$ cat src/rtl/seqdiv_pkg.sv
// ============================================================================
// seqdiv_pkg : shared FSM state type and counter-width helper for seqdiv_fx
// Rev 1.0
// ============================================================================
`default_nettype none

package seqdiv_pkg;

    typedef enum logic [1:0] {
        IDLE = 2'd0,
        ITER = 2'd1,
        FIX  = 2'd2,
        DONE = 2'd3
    } state_t;

    // Bits needed to count 0..n inclusive.
    function automatic int cnt_width(input int n);
        return $clog2(n + 1);
    endfunction

endpackage

`default_nettype wire

$ cat src/rtl/seqdiv_fx_if.sv
// ============================================================================
// seqdiv_fx_if : start/ready/done request and result bundle for seqdiv_fx
// Rev 1.0
// ============================================================================
`default_nettype none

interface seqdiv_fx_if #(
    parameter int DW = 19,
    parameter int QW = 8
) ();

    logic          start;
    logic [DW-1:0] dividend;
    logic [DW-1:0] divisor;
    logic          ready;
    logic          done;
    logic [QW-1:0] quotient;
    logic [DW-1:0] remainder;
    logic          overflow;
    logic          div_by_zero;

    modport master (
        output start, dividend, divisor,
        input  ready, done, quotient, remainder, overflow, div_by_zero
    );

    modport slave (
        input  start, dividend, divisor,
        output ready, done, quotient, remainder, overflow, div_by_zero
    );

endinterface

`default_nettype wire

$ cat src/rtl/seqdiv_nr_step.sv
// ============================================================================
// seqdiv_nr_step : one radix-2 non-restoring division step (combinational)
// Rev 1.0
// ============================================================================
`default_nettype none

module seqdiv_nr_step #(
    parameter int DW = 19
) (
    input  logic [DW:0] a_i,
    input  logic        q_msb_i,
    input  logic [DW:0] m_i,
    output logic [DW:0] a_o,
    output logic        q_bit_o
);

    logic [DW:0] shl;

    // The sign of the pre-shift accumulator picks add vs subtract;
    // intermediate wrap is harmless because the result lands in [-M, M).
    assign shl     = {a_i[DW-1:0], q_msb_i};
    assign a_o     = a_i[DW] ? (shl + m_i) : (shl - m_i);
    assign q_bit_o = ~a_o[DW];

endmodule

`default_nettype wire

$ cat src/rtl/seqdiv_fx.sv
// ============================================================================
// seqdiv_fx : sequential fixed-point divider, (dividend << FRAC) / divisor
// Rev 1.0
// ============================================================================
`default_nettype none

module seqdiv_fx #(
    parameter int DW   = 19,
    parameter int FRAC = 8,
    parameter int QW   = 8
) (
    input  logic        clk,
    input  logic        RST,
    seqdiv_fx_if.slave  bus
);

    import seqdiv_pkg::*;

    localparam int N  = DW + FRAC;
    localparam int CW = cnt_width(N);

    state_t        state_q;
    logic [DW:0]   a_q;
    logic [N-1:0]  num_q;
    logic [DW-1:0] m_q;
    logic [CW-1:0] cnt_q;
    logic          ready_q;
    logic          done_q;
    logic [QW-1:0] quot_q;
    logic [DW-1:0] rem_q;
    logic          ovf_q;
    logic          dz_q;

    logic [DW:0]   a_d;
    logic          qbit_d;
    logic [DW-1:0] rem_d;
    logic          hi_nz;

    seqdiv_nr_step #(.DW(DW)) u_step (
        .a_i     (a_q),
        .q_msb_i (num_q[N-1]),
        .m_i     ({1'b0, m_q}),
        .a_o     (a_d),
        .q_bit_o (qbit_d)
    );

    assign rem_d = a_q[DW] ? (a_q[DW-1:0] + m_q) : a_q[DW-1:0];

    generate
        if (QW < N) begin : g_ovf
            assign hi_nz = |num_q[N-1:QW];
        end else begin : g_no_ovf
            assign hi_nz = 1'b0;
        end
    endgenerate

    always_ff @(posedge clk or posedge RST) begin
        if (RST) begin
            state_q <= IDLE;
            a_q     <= '0;
            num_q   <= '0;
            m_q     <= '0;
            cnt_q   <= '0;
            ready_q <= 1'b1;
            done_q  <= 1'b0;
            quot_q  <= '0;
            rem_q   <= '0;
            ovf_q   <= 1'b0;
            dz_q    <= 1'b0;
        end else begin
            case (state_q)
                IDLE: begin
                    if (bus.start) begin
                        m_q     <= bus.divisor;
                        num_q   <= {bus.dividend, {FRAC{1'b0}}};
                        a_q     <= '0;
                        cnt_q   <= '0;
                        ready_q <= 1'b0;
                        state_q <= (bus.divisor == '0) ? DONE : ITER;
                    end
                end
                ITER: begin
                    a_q   <= a_d;
                    num_q <= {num_q[N-2:0], qbit_d};
                    cnt_q <= cnt_q + CW'(1);
                    if (cnt_q == CW'(N - 1)) begin
                        state_q <= FIX;
                    end
                end
                FIX: begin
                    a_q     <= a_q[DW] ? (a_q + {1'b0, m_q}) : a_q;
                    rem_q   <= rem_d;
                    quot_q  <= hi_nz ? '1 : num_q[QW-1:0];
                    ovf_q   <= hi_nz;
                    dz_q    <= 1'b0;
                    done_q  <= 1'b1;
                    state_q <= DONE;
                end
                DONE: begin
                    // Arriving without done set means the zero-divisor path:
                    // publish the saturated result this edge, exit on the next.
                    if (done_q) begin
                        done_q  <= 1'b0;
                        ready_q <= 1'b1;
                        state_q <= IDLE;
                    end else begin
                        quot_q <= '1;
                        rem_q  <= '0;
                        ovf_q  <= 1'b1;
                        dz_q   <= 1'b1;
                        done_q <= 1'b1;
                    end
                end
                default: state_q <= IDLE;
            endcase
        end
    end

    assign bus.ready       = ready_q;
    assign bus.done        = done_q;
    assign bus.quotient    = quot_q;
    assign bus.remainder   = rem_q;
    assign bus.overflow    = ovf_q;
    assign bus.div_by_zero = dz_q;

endmodule

`default_nettype wire
$ cat src/flat_wrapper.sv
// flat-port wrapper written by rule: the top's interface ports become plain ports
module seqdiv_fx_flat import seqdiv_pkg::*;
#(
    parameter int DW   = 19,
    parameter int FRAC = 8,
    parameter int QW   = 8
)
  (clk, RST, bus_start, bus_dividend, bus_divisor, bus_ready, bus_done, bus_quotient, bus_remainder, bus_overflow, bus_div_by_zero);
  seqdiv_fx_if #(.DW(DW), .QW(QW)) bus_i ();
  input  logic clk;
  input  logic RST;
  input wire logic [$bits(bus_i.start)-1:0] bus_start;
  input wire logic [$bits(bus_i.dividend)-1:0] bus_dividend;
  input wire logic [$bits(bus_i.divisor)-1:0] bus_divisor;
  output wire logic [$bits(bus_i.ready)-1:0] bus_ready;
  output wire logic [$bits(bus_i.done)-1:0] bus_done;
  output wire logic [$bits(bus_i.quotient)-1:0] bus_quotient;
  output wire logic [$bits(bus_i.remainder)-1:0] bus_remainder;
  output wire logic [$bits(bus_i.overflow)-1:0] bus_overflow;
  output wire logic [$bits(bus_i.div_by_zero)-1:0] bus_div_by_zero;
  assign bus_i.start = bus_start;
  assign bus_i.dividend = bus_dividend;
  assign bus_i.divisor = bus_divisor;
  assign bus_ready = bus_i.ready;
  assign bus_done = bus_i.done;
  assign bus_quotient = bus_i.quotient;
  assign bus_remainder = bus_i.remainder;
  assign bus_overflow = bus_i.overflow;
  assign bus_div_by_zero = bus_i.div_by_zero;
  seqdiv_fx #(.DW(DW), .FRAC(FRAC), .QW(QW)) u_core (.clk(clk), .RST(RST), .bus(bus_i));
endmodule
$ cat config.mk
export PLATFORM = sky130hd
export DESIGN_NAME = seqdiv_fx_flat
export DESIGN_NICKNAME = d
export VERILOG_FILES = /design/src/rtl/seqdiv_pkg.sv /design/src/rtl/seqdiv_fx_if.sv /design/src/rtl/seqdiv_nr_step.sv /design/src/rtl/seqdiv_fx.sv /design/src/flat_wrapper.sv
export SDC_FILE = /design/constraint.sdc
export NUM_CORES = 1
export LEC_CHECK = 0
export ABC_AREA = 1
export BUFFER_PORTS_ARGS = -buffer_cell sky130_fd_sc_hd__buf_4
export CORE_MARGIN = 8
export CORE_UTILIZATION = 45
export CTS_BUF_LIST = sky130_fd_sc_hd__clkbuf_8
export CTS_CLUSTER_DIAMETER = 30
export CTS_CLUSTER_SIZE = 30
export DETAILED_ROUTE_END_ITERATION = 12
export GPL_ROUTABILITY_DRIVEN = 0
export MAX_ROUTING_LAYER = met4
export PLACE_DENSITY = 0.75
export SYNTH_ARGS = -nofsm -noshare
export SYNTH_HDL_FRONTEND = slang
export SYNTH_SLANG_ARGS = --single-unit
$ cat constraint.sdc
create_clock -name clk -period 3.3 [get_ports clk]
set_input_delay 0.33 -clock clk [delete_from_list [all_inputs] [get_ports clk]]
set_output_delay 0.33 -clock clk [all_outputs]
set_load 0.03 [all_outputs]
* Yosys cells after proc, flatten, opt, wreduce, memory -nomap -nowiden
Cells that the tools add are included.
** Word-level totals
- Register bits :: 104
- Bits of input ports :: 41
- Output and inout bits :: 31
- Logic and storage cells :: 68
** Cells by class
- Add/subtract/negate cells :: 5
- Eq/ne operators :: 9
- Multiplexer cells :: 27
- Bitwise gates (word level) :: 1
- Reduce and logical (&&, ||, !) cells :: 14
** Operator list (count)
- 20-bit 2-to-1 mux :: 3
- 20-bit case mux with 3 select lines :: 1
- 27-bit case mux with 2 select lines :: 1
- 20-bit by 19-bit adder with 20-bit output :: 2
- 19-bit 2-to-1 mux :: 2
- 19-bit case mux with 2 select lines :: 1
- 27-bit 2-to-1 mux :: 1
- 20-bit by 19-bit subtractor with 20-bit output :: 1
- 19-bit adder :: 1
- 19-bit zero test :: 1
- 19-bit OR reduction :: 1
- 8-bit 2-to-1 mux :: 2
- 8-bit case mux with 2 select lines :: 1
- 5-bit case mux with 2 select lines :: 1
- 3-bit AND reduction :: 3
- 2-bit 2-to-1 mux :: 4
- 1-bit case mux with 2 select lines :: 4
- 2-bit case mux with 4 select lines :: 1
- 2-bit AND reduction :: 4
- 2-bit by 1-bit != test with 1-bit output (second input constant) :: 3
- 2-bit nonzero test :: 3
- 5-bit by 1-bit adder with 5-bit output (second input constant) :: 1
- 5-bit == test (second input constant) :: 1
- 5-bit 2-to-1 mux :: 1
- 7 further kinds :: 12

* Logic depth before layout (Yosys ltp)
- Depth after elaboration :: 4
- Depth in mapped cells :: 23
- Mapped depth without buffers :: 23

* By module
Synthesis repeated with hierarchy kept, for this count alone.
** Unflattened totals
- Cells, all modules :: 1069
- Area, all modules :: 7631.1 um2
** Modules (own cells, without submodules)
- seqdiv_fx :: instances 1, cells each 754, area an instance 5980.7 um2, sequential area each 2603.7 um2
- seqdiv_nr_step :: instances 1, cells each 315, area an instance 1650.3 um2, sequential area each 0.0 um2

* Worst setup path before layout
OpenSTA, ideal clock, no wires.
- Path kind :: flip-flop to flip-flop
- From :: reg u_core.m_q[1]
- To :: reg u_core.num_q[0]
- Setup time :: 0.132 ns
- Arrival time :: 2.579 ns
- Data required time :: 3.168 ns
- Path slack :: 0.590 ns
- Cell stages (with the launch flop) :: 22
- Buffers on the path :: 0
- Clock period less this slack :: 2.710 ns
- Cells stage by stage :: dfrtp_1 > inv_1 > ha_1 > nand2_1 > nor3_2 > nand2_1 > nor3_2 > nand2_1 > nand2_1 > o21ai_1 > xor2_1 > ha_1 > nand2_1 > nor2_1 > nand2_1 > nor2_1 > nand2_1 > nand3_1 > inv_1 > nand2_1 > and2_1 > o22ai_2
** On the way
- Longest elaborated chain between the ends :: 4
- Elaborated cells between the ends (all ways) :: 5
- Classes of those cells :: 2 x add/sub; 2 x mux; 1 x bitwise
** RTL lines
- from (decl) :: line seqdiv_fx.sv:25 : logic [DW-1:0] m_q;
- from (signal assigned) :: line seqdiv_fx.sv:74 : m_q <= bus.divisor;
- 20-bit by 19-bit subtractor with 20-bit output or 20-bit by 19-bit adder with 20-bit output (tied branches) :: line seqdiv_nr_step.sv:22 : assign a_o = a_i[DW] ? (shl + m_i) : (shl - m_i);
- 20-bit 2-to-1 mux * :: line seqdiv_nr_step.sv:22
- 1-bit inverter * :: line seqdiv_nr_step.sv:23 : assign q_bit_o = ~a_o[DW];
- 27-bit case mux with 2 select lines * :: line seqdiv_fx.sv:71 : case (state_q)
- to (signal assigned) :: line seqdiv_fx.sv:75 : num_q <= {bus.dividend, {FRAC{1'b0}}};
- to (signal assigned) :: line seqdiv_fx.sv:84 : num_q <= {num_q[N-2:0], qbit_d};
- to (decl) :: line seqdiv_fx.sv:24 : logic [N-1:0] num_q;
Mark *: on every way between the ends. The rest lies on a longest branch, timed or not.
A chain may end at the register's enable or synchronous reset.

* Worst setup path in the final report
- From :: reg u_core.m_q[0]
- To :: reg u_core.num_q[0]
Same word-level chain as after synthesis.

==> metrics <==
Final Hold Vio Count=0; die area=0.02098 mm^2; CP peak stage delay=0.45 ns; critical path class=reg2reg; Avg Inst Size Synth=6.957 um^2; final antenna-violating net count=0; largest area contributor in the netlist=dfrtp_1; Pwr Density=1051 mW/mm^2; chip width=144.9 um; drt first pass iters=6; core area=0.01641 mm^2; # Max-Cap Violations=0; final setup vio count=0; post-synthesis mux area share=0.004521; worst-path cell chain=inv_1 -> ha_2 -> nand2_2 -> nor3_4 -> nand2_2 -> nor3_4 -> nand3_2 -> nand2_2 -> xor2_1 -> ha_1 -> nand2_1 -> nor2_1 -> nand2_1 -> nor2_1 -> nand2_1 -> nand3_1 -> inv_1 -> nand2_1 -> and2_1 -> o22ai_2; post-synth net total=1164; post-synthesis adder-cell area fraction=0.08406; dpl hpwl=16730 um; initial antenna violation count=0; share of cells above drive strength 1=0.1254; maximum VDD drop=0.5166 mV; Area contributors post-synth=dfrtp_1, nand2_1, ha_1; Compound-Gate Fraction of Synth Area=0.1386; Seq pwr share=0.265; Crit Path Max Fanout=5; Worst path top cell family by delay=simple AND/OR/NAND/NOR gates; Slew Viols, Final=0; CTS Hold Bufs=0; drt drc=0; Mapped Area=0.007472 mm^2; Multi-input gate area=0.004339 mm^2; ys async rst share=1.000; commonest cells after routing, fill and taps aside=nand2_1, inv_1, dfrtp_1, nor2_1, buf_4; xor and xnor area share after synthesis=0.02696; Critical path buffers and inverters=2; largest family of logic cells by synthesized area=simple AND/OR/NAND/NOR gates; number of diodes=0; Die H=144.9 um; commonest non-fill, non-tap cell in the layout=nand2_1; Worst Setup SP=u_core.m_q[0]$_DFFE_PP0P_; setup slack, reg-to-reg=0.23 ns; Ports=72; register area share after synthesis=0.3485; Starting Density=0.4554; Reg clk slew, reported paths=0.11 ns; fin nets=1233; Final Critical Period=3.069 ns; vias in the first global route=6980; outcome=completed; first-pass GRT wire length=35030 um; CTS H-tree depth=3; switching part of the total power=0.5419; Post-synth EDFFs=0; Bufs on Longest Clock Path=2; total power=0.008968 W; clock group share of total power=0.090; Detailed Route WL=21750 um; Vias/cell=5.374; Critical Path AT=3.32 ns; CTS Sinks=104; Clock Latency Late Sink=0.40 ns; Pint=0.004108 W; Worst Path Required=3.55 ns; Gate power share=0.644; port bufs=71; fill cell count=1590; cts bufs inserted=9; Startpoint Class=register; Clock Skews=0.02407 ns; Root Buffer=clkbuf_8; via count=7351; post-synthesis cell type count=46; gr ovfl total=0; row cnt=47; largest net degree at the start of global routing=105; actual slew at the worst max-slew pin=0.5885 ns; Hold WC Path Type=in2async; register area=0.002605 mm^2; worst setup margin=0.2305 ns; Net Sw Power=0.004860 W; f_max=325.8 MHz; Max stage delay cell, worst path=dfrtp_2; flop and latch count out of synthesis=104; Synth Flop Type=dfrtp_1; simple-gate area share of the yosys netlist=0.3188; area grow syn2layout=14.22%; GRT Util Overall=0.2209; Yosys top cell area share=0.3449; worst slack, placed=0.2272 ns; Syn Inst Count=1074; P_leak=4.473 nW; per-cell routed wire length=15.90 um; initial DRC count=697; Syn. warnings=0; critical register-to-register path startpoint=u_core.m_q[0]$_DFFE_PP0P_; CTS tree=yes; fin crit share=0.9301; Slew Limit Headroom=0.6077; most used cell, CP=nand2_1; Worst setup EP type=register
## per-layer routing
layer | global-route usage | part of all wire | vias up
li1 | - | - | 3647
met1 | 0.2890 | 0.45 | 3381
met2 | 0.3333 | 0.44 | 271
met3 | 0.03314 | 0.073 | 52
met4 | 0.09912 | 0.037 | 0
met5 | - | 0 | -
## cell usage after synthesis (all sizes together), types with 14 or more instances
cell type,number
inv,122
o22ai,14
nor2,97
clkbuf,17
a31oi,15
nand3,51
o21ai,64
xor2,17
dfrtp,103
nand2,365
nand4,17
a21oi,52
ha,47
## final timing paths
path / endpoint / depth (start not counted)
setup reg to reg: u_core.num_q[0]$_DFFE_PP0P_ / 20
setup / recovery: u_core.num_q[0]$_DFFE_PP0P_ / 20
max in group asynchronous: u_core.m_q[0]$_DFFE_PP0P_ / 3
hold reg to reg: u_core.bus.ready$_DFFE_PP1P_ / 2
hold / removal: u_core.bus.quotient[0]$_DFFE_PP0P_ / 3
min in group clk: u_core.num_q[21]$_DFFE_PP0P_ / 3
## logic make-up after synthesis
family,count (synthesis)
AND/OR/NAND/NOR,569
AO/OA/AOI/OAI,175
buffers and inverters,151
flip-flops,104
adder cells (fa/ha/maj),49
XOR/XNOR,23
multiplexers,3
## power groups by stage
stage / registers (W) / logic (W) / clock network, W
floorplan: 0.00247 / 0.00388 / 0
global placement: 0.00235 / 0.00546 / 0
detailed placement: 0.00236 / 0.00556 / 0
CTS: 0.00234 / 0.00558 / 0.000830
global route: 0.00243 / 0.00647 / 0.000878
finish: 0.00238 / 0.00578 / 0.000808
## timing repair
action	in CTS	in global routing
hold endpoints to repair	0	0
gates resized for setup	0	16
endpoints found under the setup margin	0	2
setup buffers	0	4
## cell type report
class	count	share of cell area
inverter	122	0.05395
clock buffer	10	0.01613
tap	220	0.03225
multi-input combinational	819	0.5084
clock inverter	6	0.006011
sequential	104	0.3052
timing repair buffer	87	0.07799
## per-stage QoR
step           setup TNS, ns  area, um^2  utilization  hold slack (ns)  instances
2_1_floorplan              0        7472            -           0.4568       1074
3_3_place_gp               0        8257       0.5032           0.4708       1348
3_5_place_dp               0        8257       0.5032           0.4703       1348
4_1_cts                    0        8446       0.5148          0.07114       1364
5_1_grt            -0.004418        8534       0.5202          0.09273       1368
6_report                   0        8534       0.5202          0.04773       1368
## registers in the layout (all words and copies together) (netlist names), 2 cells and up
name,flops
u_core.cnt_q,5
u_core.bus.remainder,19
u_core.bus.quotient,8
u_core.state_q,2
u_core.m_q,19
u_core.a_q,20
u_core.num_q,27
## worst reg2reg max path, stage by stage (launching register included)
cell	delay (ns)
dfrtp_2	0.45
inv_1	0.07
ha_2	0.19
nand2_2	0.09
nor3_4	0.20
nand2_2	0.10
nor3_4	0.21
nand3_2	0.10
nand2_2	0.08
xor2_1	0.07
ha_1	0.39
nand2_1	0.12
nor2_1	0.20
nand2_1	0.10
nor2_1	0.10
nand2_1	0.06
nand3_1	0.10
inv_1	0.05
nand2_1	0.06
and2_1	0.14
o22ai_2	0.06
(Power assumes the default switching activity.)
